### src/rtl/pim_arb_pkg.sv
// ----------------------------------------------------------------------------
// pim_arb_pkg
// Shared types and constants for the PIM_TOP access arbiter.
//   state_t  : access sequencer states (IDLE -> ISSUE -> [WAIT] -> RESP)
//   REQ_CORE : requester index of the RV core load/store path
//   REQ_SPI  : requester index of the SPI debug host
//   N_REQ    : number of requesters
//   CNT_W    : width of the read-latency down-counter
// ----------------------------------------------------------------------------
package pim_arb_pkg;

  typedef enum logic [1:0] {
    IDLE  = 2'd0,
    ISSUE = 2'd1,
    WAIT  = 2'd2,
    RESP  = 2'd3
  } state_t;

  localparam int REQ_CORE = 0;
  localparam int REQ_SPI  = 1;
  localparam int N_REQ    = 2;
  localparam int CNT_W    = 3;

endpackage

### src/rtl/rr_arb2.sv
// ----------------------------------------------------------------------------
// rr_arb2
// Two-way round-robin picker.
//   clk    in   clock
//   srst   in   synchronous active-high reset (pointer favours REQ_CORE)
//   req    in   per-requester request, already masked by the caller
//   upd_en in   allow the pointer to advance when a grant is issued
//   gnt    out  one-hot grant (combinational from req and pointer)
//   ptr    out  registered pointer: the requester favoured on contention
// A lone requester always wins; on contention the pointer decides, and the
// pointer then moves to the side that lost.
// ----------------------------------------------------------------------------
module rr_arb2
  import pim_arb_pkg::*;
(
  input  logic             clk,
  input  logic             srst,
  input  logic [N_REQ-1:0] req,
  input  logic             upd_en,
  output logic [N_REQ-1:0] gnt,
  output logic             ptr
);

  logic ptr_reg;

  always_comb begin
    gnt = '0;
    if (req[REQ_CORE] && (!req[REQ_SPI] || (ptr_reg == 1'b0))) begin
      gnt[REQ_CORE] = 1'b1;
    end else if (req[REQ_SPI]) begin
      gnt[REQ_SPI] = 1'b1;
    end
  end

  // After granting the core, favour SPI next time, and vice versa.
  always_ff @(posedge clk) begin
    if (srst) begin
      ptr_reg <= 1'b0;
    end else if (upd_en && (|gnt)) begin
      ptr_reg <= gnt[REQ_CORE];
    end
  end

  assign ptr = ptr_reg;

endmodule

### src/rtl/pim_arbiter.sv
// ----------------------------------------------------------------------------
// pim_arbiter
// Shares the single PIM_TOP access port between the RV core load/store path
// (requester 0) and the SPI debug host (requester 1). One access at a time:
// grant in IDLE, one ISSUE cycle on the PIM port, RD_LAT cycles of WAIT for
// reads, then a one-cycle RESP pulse to the owner.
//   i_clk / i_rst        clock, synchronous active-high reset
//   i_req/i_we           per-requester request level and write flag
//   i_addr/i_wdata       per-requester address and write data
//   o_gnt                one-cycle grant pulse (request captured this cycle)
//   o_rvalid             one-cycle completion pulse to the owner
//   o_rdata              read data (0 for a write), valid with o_rvalid
//   o_pim_req            PIM strobe, ISSUE cycle only
//   o_pim_we/addr/wr_data PIM command fields, held between accesses
//   i_pim_rd_data        PIM read data, valid RD_LAT cycles after issue
//   o_busy               access in flight
// ----------------------------------------------------------------------------
module pim_arbiter
  import pim_arb_pkg::*;
#(
  parameter int XLEN   = 32,
  parameter int RD_LAT = 1    // 1..7
) (
  input  logic                       i_clk,
  input  logic                       i_rst,
  input  logic [N_REQ-1:0]           i_req,
  input  logic [N_REQ-1:0]           i_we,
  input  logic [N_REQ-1:0][XLEN-1:0] i_addr,
  input  logic [N_REQ-1:0][XLEN-1:0] i_wdata,
  output logic [N_REQ-1:0]           o_gnt,
  output logic [N_REQ-1:0]           o_rvalid,
  output logic [XLEN-1:0]            o_rdata,
  output logic                       o_pim_req,
  output logic                       o_pim_we,
  output logic [XLEN-1:0]            o_pim_addr,
  output logic [XLEN-1:0]            o_pim_wr_data,
  input  logic [XLEN-1:0]            i_pim_rd_data,
  output logic                       o_busy
);

  localparam logic [CNT_W-1:0] LAT_M1 = CNT_W'(RD_LAT - 1);

  state_t            state_reg, state_next;
  logic              we_reg;
  logic [XLEN-1:0]   addr_reg;
  logic [XLEN-1:0]   wdata_reg;
  logic [XLEN-1:0]   rdata_reg;
  logic [CNT_W-1:0]  cnt_reg;

  logic              idle;
  logic [N_REQ-1:0]  arb_req;
  logic [N_REQ-1:0]  arb_gnt;
  logic              rr_ptr;
  logic              owner;
  logic              sel;

  assign idle = (state_reg == IDLE);

  // Grants only happen in IDLE and never while reset is asserted.
  assign arb_req = (idle && !i_rst) ? i_req : '0;

  rr_arb2 u_rr_arb2 (
    .clk    (i_clk),
    .srst   (i_rst),
    .req    (arb_req),
    .upd_en (idle),
    .gnt    (arb_gnt),
    .ptr    (rr_ptr)
  );

  // The pointer advances on every grant to the side that was not granted,
  // and cannot move again until the next IDLE, so the current owner is
  // always the opposite of the pointer. No separate owner flop is needed.
  assign owner = ~rr_ptr;
  assign sel   = arb_gnt[REQ_SPI];
  assign o_gnt = arb_gnt;

  // State register
  always_ff @(posedge i_clk) begin
    if (i_rst) begin
      state_reg <= IDLE;
    end else begin
      state_reg <= state_next;
    end
  end

  // Next-state logic
  always_comb begin
    state_next = state_reg;
    case (state_reg)
      IDLE:    if (|arb_gnt) state_next = ISSUE;
      ISSUE:   state_next = we_reg ? RESP : WAIT;
      WAIT:    if (cnt_reg == '0) state_next = RESP;
      RESP:    state_next = IDLE;
      default: state_next = IDLE;
    endcase
  end

  // Capture registers and latency counter. The PIM command fields only
  // change on a grant, so they stay put outside the ISSUE cycle.
  always_ff @(posedge i_clk) begin
    if (i_rst) begin
      we_reg    <= 1'b0;
      addr_reg  <= '0;
      wdata_reg <= '0;
      rdata_reg <= '0;
      cnt_reg   <= '0;
    end else begin
      if (|arb_gnt) begin
        we_reg    <= i_we[sel];
        addr_reg  <= i_addr[sel];
        wdata_reg <= i_wdata[sel];
      end
      if (state_reg == ISSUE) begin
        cnt_reg <= LAT_M1;
        // A write completes with zero read data.
        if (we_reg) rdata_reg <= '0;
      end
      if (state_reg == WAIT) begin
        if (cnt_reg == '0) begin
          rdata_reg <= i_pim_rd_data;
        end else begin
          cnt_reg <= cnt_reg - 1'b1;
        end
      end
    end
  end

  // Output decode
  always_comb begin
    o_pim_req = (state_reg == ISSUE);
    o_busy    = !idle;
  end

  for (genvar gi = 0; gi < N_REQ; gi++) begin : g_rvalid
    assign o_rvalid[gi] = (state_reg == RESP) && (owner == 1'(gi));
  end

  assign o_pim_we      = we_reg;
  assign o_pim_addr    = addr_reg;
  assign o_pim_wr_data = wdata_reg;
  assign o_rdata       = rdata_reg;

endmodule
### config.mk
export PLATFORM = sky130hd
export DESIGN_NAME = pim_arbiter
export DESIGN_NICKNAME = d
export VERILOG_FILES = /design/src/rtl/pim_arb_pkg.sv /design/src/rtl/rr_arb2.sv /design/src/rtl/pim_arbiter.sv
export SDC_FILE = /design/constraint.sdc
export NUM_CORES = 1
export LEC_CHECK = 0
export ABC_CLOCK_PERIOD_IN_PS = 1700
export BUFFER_PORTS_ARGS = -buffer_cell sky130_fd_sc_hd__buf_2
export CAP_MARGIN = 20
export CORE_AREA = 8 8 116 118
export DETAILED_ROUTE_END_ITERATION = 10
export DIE_AREA = 0 0 124 126
export GPL_ROUTABILITY_DRIVEN = 0
export PLACE_DENSITY = 0.77
export SLEW_MARGIN = 20
export SYNTH_ARGS = -nofsm -noshare
export SYNTH_HDL_FRONTEND = slang
export SYNTH_SLANG_ARGS = --single-unit
### constraint.sdc
create_clock -name i_clk -period 1.7 [get_ports i_clk]
set_input_delay 0.255 -clock i_clk [delete_from_list [all_inputs] [get_ports i_clk]]
set_output_delay 0.255 -clock i_clk [all_outputs]
set_load 0.01 [all_outputs]
# Word-level counts from Yosys, hierarchy flattened
# Cells that the tools add are included.
[op_classes]
add_sub_neg = 1
magnitude_cmp = 1
eq_ne = 5
muxes = 21
bitwise_logic = 1
n_reduce_logical = 13
[op_table]
columns = ["operator", "n"]
rows = [
  ["$mux W32", 8],
  ["$mux W3", 3],
  ["$pmux W2 S4", 1],
  ["$mux W1", 6],
  ["$mux W2", 3],
  ["$logic_and A1 B1 Y1", 5],
  ["$eq A2 B2 Y1 const B", 2],
  ["$logic_not A1 Y1", 3],
  ["$logic_not A3 Y1", 1],
  ["$sub A3 B1 Y3 const B", 1],
  ["$eq A2 B1 Y1 const B", 1],
  ["$logic_not A2 Y1", 1],
  ["$lt A1 B2 Y1 const B", 1],
  ["$ne A2 B1 Y1 const B", 1],
  ["$ne A2 B2 Y1 const B", 1],
  ["$reduce_and A2 Y1", 1],
  ["$reduce_or A2 Y1", 1],
  ["$logic_or A1 B1 Y1", 1],
  ["$not A1 Y1", 1],
]
[totals]
regBits = 103
in_bits = 166
output_inout_bits = 103
elab_cells = 49

# Depth between registers and ports, before layout
[depth]
ltp_word = 10
ltp_mapped = 9

# Modules after synthesis
# From an unflattened synthesis, not the netlist that was laid out.
[unflattened]
hier_cells = 481
area_unflattened_um2 = 4907.2
[modules_own_cells]
columns = ["mod", "instances", "cells_per_inst", "area_per_inst_um2", "seq_area_each_um2"]
rows = [
  ["pim_arbiter", 1, 474, 4842.1, 2042.0],
  ["rr_arb2", 1, 7, 65.1, 20.0],
]

# Least setup slack after synthesis
# No wires, ideal clock.
[synth_timing]
path_type = "register to register"
startpoint = "reg state_reg[0]"
endpoint = "reg addr_reg[16], in the netlist o_pim_addr[16]"
setup_ps = 88
arrival_ps = 1575
required_time_ps = 1612
path_slack_ps = 37
path_stages_with_launch = 9
n_path_buf = 2
synth_period_minus_slack_ps = 1663
path_cell_list = "dfxtp_1 inv_1 ha_1 nor2b_2 nand3_2 buf_2 buf_2 nor2_1 nor4_2"
[synth_via]
elab_chain_len = 9
elab_cells_between_ends = 12
cone_classes = "mux: 6; reduce/logical: 6"
[synth_rtl]
columns = ["item", "line_no", "rtl"]
rows = [
  ["from (decl)", "pim_arbiter.sv:43", "state_t state_reg, state_next;"],
  ["from (signal assigned)", "pim_arbiter.sv:83", "state_reg <= state_next;"],
  ["$logic_not A2 Y1 (*)", "pim_arbiter.sv:57", "assign idle = (state_reg == IDLE);"],
  ["$logic_and A1 B1 Y1 (*)", "pim_arbiter.sv:60", "assign arb_req = (idle && !i_rst) ? i_req : '0;"],
  ["$mux W2 (*)", "pim_arbiter.sv:60", ""],
  ["$logic_not A1 Y1", "rr_arb2.sv:28", "if (req[REQ_CORE] && (!req[REQ_SPI] || (ptr_reg == 1'b0))) begin"],
  ["$logic_or A1 B1 Y1", "rr_arb2.sv:28", ""],
  ["$logic_and A1 B1 Y1", "rr_arb2.sv:28", ""],
  ["$mux W1", "rr_arb2.sv:28", ""],
  ["$mux W32 (implied by the code) (2 in series)", "pim_arbiter.sv:111", "addr_reg <= i_addr[sel];"],
  ["to (signal assigned)", "pim_arbiter.sv:111", ""],
  ["to (decl)", "pim_arbiter.sv:45", "logic [XLEN-1:0] addr_reg;"],
]
# Mark *: on every way between the ends. The rest lies on a longest branch, timed or not. The select of a mux whose other input is x is not followed.
# A chain may end at the register's enable or synchronous reset.

# Worst setup path after layout
[layout_timing]
startpoint = "reg state_reg[1]"
endpoint = "out o_gnt[1]"
[layout_via]
elab_chain_len = 7
elab_cells_between_ends = 8
cone_classes = "mux: 3; reduce/logical: 5"
[layout_rtl]
columns = ["item", "line_no", "rtl"]
rows = [
  ["$logic_not A2 Y1 (*)", "pim_arbiter.sv:57", ""],
  ["$logic_and A1 B1 Y1 (*)", "pim_arbiter.sv:60", ""],
  ["$mux W2 (*)", "pim_arbiter.sv:60", ""],
  ["$logic_not A1 Y1", "rr_arb2.sv:28", ""],
  ["$logic_or A1 B1 Y1", "rr_arb2.sv:28", ""],
  ["$logic_and A1 B1 Y1", "rr_arb2.sv:28", ""],
  ["$mux W1 (*)", "rr_arb2.sv:28", ""],
  ["to (decl)", "pim_arbiter.sv:30", "output logic [N_REQ-1:0] o_gnt,"],
]
# Mark *: on every way between the ends. The rest lies on a longest branch, timed or not.

==> results.cfg <==
[floorplan]
die_area_um2 = 15600
die_height_um = 126
dieWidth_um = 124
fp.coreArea_um2 = 11700
ios = 269
start_util_pct = 39.0
rows = 40

[synthesis]
syn_nets = 734
ys_types = 34
synth_cells = 561
synth-main-ff-cell = dfxtp_1
syn_area_per_cell_um2 = 8.15
netlist.area_leader.share_pct = 45.1
yosysSeqAreaShare_pct = 45.1
synth_edf_count = 0
synth_common_cells = nor2_1, dfxtp_1, nor3_1
synthTopCellsByArea = dfxtp_1, nor2_1, nor4_2
syn_area_um2 = 4570
synthArstFlopShare_pct = 0
yosys_warnings = 0
yosys_register_bits = 103
synth_top_area_cell = dfxtp_1
yosysMostFrequentCell = nor2_1

[hold_path]
min_to = o_rdata[2]
min_path_type = input pin to flop
min_path_cells = 3
hold_start = i_pim_rd_data[2]

[power_and_ir_drop]
p_sw_share_pct = 35.8
p_leak_uw = 0.00327
switching_power_uw = 3590
p_int_uw = 6450
clkPwrFrac_pct = 23.3
powerDensity_nw_per_um2 = 1420
seqPwrFrac_pct = 32.7
p_comb_share_pct = 44.1
peakVddDrop_mv = 0.713

[setup_path]
start_kind = flop
critPathArrivalTime_ns = 1.45
timing.reg2reg.setup_slack_ns = 0.01
timing.rr.end = o_pim_wr_data[18]
worstPathRequired_ns = 1.44
path_cells = inv_2, ha_4, nor2b_4, nand3_2, inv_4, buf_12, buf_6
critPathKind = flop to primary output
path_max_fanout = 4
critical-path-max-stage-delay_ns = 0.32
r2r_start = state_reg[1]
end_kind = primary output
worst_r2r_path_depth = 9
crit_slowest_cell = dfxtp_2

[global_route]
grt_pass1_wl_um = 24100
grt_max_degree = 81
antenna_found_initial = 0
grt_pass1_vias = 4916
track_usage_pct = 19.1
gr-total-overflow = 0

[detailed_routing]
finalWirelength_um = 17000
drc = 0
vias = 5053
wl_per_cell_um = 17.3
drt_first_pass_iters = 4
drtIter0Drc = 227
drtAntennaViolNets = 0
viasPerCell = 5.14

[run_status]
status = finished with violations
violations = setup timing

[sta]
min_period_ns = 1.70
fin_setup_tns_ns = -0.000322
period_share_pct = 100
setup_viol = 1
final-max-slew-violation-count = 0
max_freq_mhz = 588
fin_skew_ns = 0.00758
max_slew_margin_pct = 70.8
worst_slew_pin_slew_ns = 0.438
rsz0062_at_grt = yes
finalHoldViolCount = 0
setup_slack_ns = -0.000322

[layout]
layout-drive-gt1-share_pct = 50.3
fillers = 1041
antenna_cells = 0
nets = 1007
syn2layout_area_growth_pct = 54.8

[clock_network]
max-clock-path-buffers = 2
cts_buffers = 9
root_buffer = clkbuf_16
clock-sinks = 103
clk_pin_slew_ns = 0.07
clkLatencyLatePin_ns = 0.34
ctsHtreeMaxLevel = 3
cts.hold.buffers_added = 0
cts_tree = yes

[placement]
pre_cts_ws_ns = -0.0716
dp_hpwl_um = 11200
io_buffers = 268

[run]
drv_cap = 0
[layer usage]
layer | wire, um | GRT usage, %
met2 | 8120 | 30.8
met1 | 6940 | 22.2
met3 | 1580 | 6.70
met5 | 0 | 0
met4 | 382 | 8.33
[per-stage QoR]
| stage | hold slack (ns) | cells | utilization (%) | power [uW] | area [um2] |
|---|---|---|---|---|---|
| finish | 0.149 | 984 | 60.4 | 10000 | 7080 |
| global route | 0.140 | 984 | 60.4 | 10700 | 7080 |
| CTS | 0.127 | 969 | 56.4 | 9470 | 6610 |
| detailed placement | 0.456 | 948 | 52.6 | 6950 | 6160 |
| global placement | 0.450 | 948 | 52.6 | 6890 | 6160 |
| floorplan | 0.371 | 561 | - | 5420 | 4570 |
[cells in the final DEF (no fill, tap or decap), types with 4 or more instances in the layout]
master / n
nor2_2: 4
nor3_2: 30
nand3_1: 33
nor3_1: 34
clkbuf_16: 16
nor4_1: 22
buf_2: 266
buf_4: 19
nor4_2: 43
buf_12: 12
ha_1: 5
buf_6: 8
a21oi_1: 37
nand2_1: 34
nor2_1: 132
dfxtp_1: 101
[what timing repair did]
item	4_1_cts	5_1_grt
setup endpoints to repair	30	77
gates cloned	1	8
pin swaps	2	18
buffers inserted	6	7
gates resized for setup	11	50
[worst max path at each step]
| stage | start | endpoint | slack [ns] | depth (start not counted) |
|---|---|---|---|---|
| global route | state_reg[0] | o_gnt[1] | -0.1 | 7 |
| CTS | state_reg[1] | o_gnt[1] | -0.01 | 7 |
| global placement | state_reg[0] | o_pim_addr[1] | 0.04 | 8 |
| floorplan | state_reg[0] | o_pim_addr[16] | 0.04 | 8 |
| detailed placement | state_reg[0] | o_pim_wr_data[28] | -0.07 | 8 |
| finish | state_reg[1] | o_gnt[1] | -0.0003 | 7 |
[cells by family after synthesis]
logic type | count (synthesis) | share of synthesized area, %
flip-flops | 103 | 45.1
AND/OR/NAND/NOR | 346 | 41.0
multiplexers | 1 | 0.246
buffers and inverters | 58 | 6.35
AO/OA/AOI/OAI | 46 | 5.39
adder cells (fa/ha/maj) | 7 | 1.92
[power groups by stage]
stage          Clock, uW  Sequential, uW  Combinational (uW)
5_1_grt             2500            3340                4830
3_3_place_gp           0            3290                3600
6_report            2330            3280                4430
3_5_place_dp           0            3310                3640
4_1_cts             2400            3270                3800
2_1_floorplan          0            3580                1850
[worst max-delay path: cells and delay by family (launching register included)]
| family | cells | cell delay [ns] |
|---|---|---|
| adder cells (fa/ha/maj) | 1 | 0.13 |
| AND/OR/NAND/NOR | 2 | 0.26 |
| buffers and inverters | 4 | 0.39 |
| flip-flops | 1 | 0.32 |
[final cells by class]
class,instances,area (um2),share of cell area [%]
Sequential cell,103,2060,29.2
Clock inverter,4,95.1,1.34
Clock buffer,10,239,3.38
Timing Repair Buffer,313,2010,28.4
Tap cell,147,184,2.60
Multi-Input combinational cell,400,2460,34.7
Inverter,7,28.8,0.407
Power figures use the tool's default switching activity.
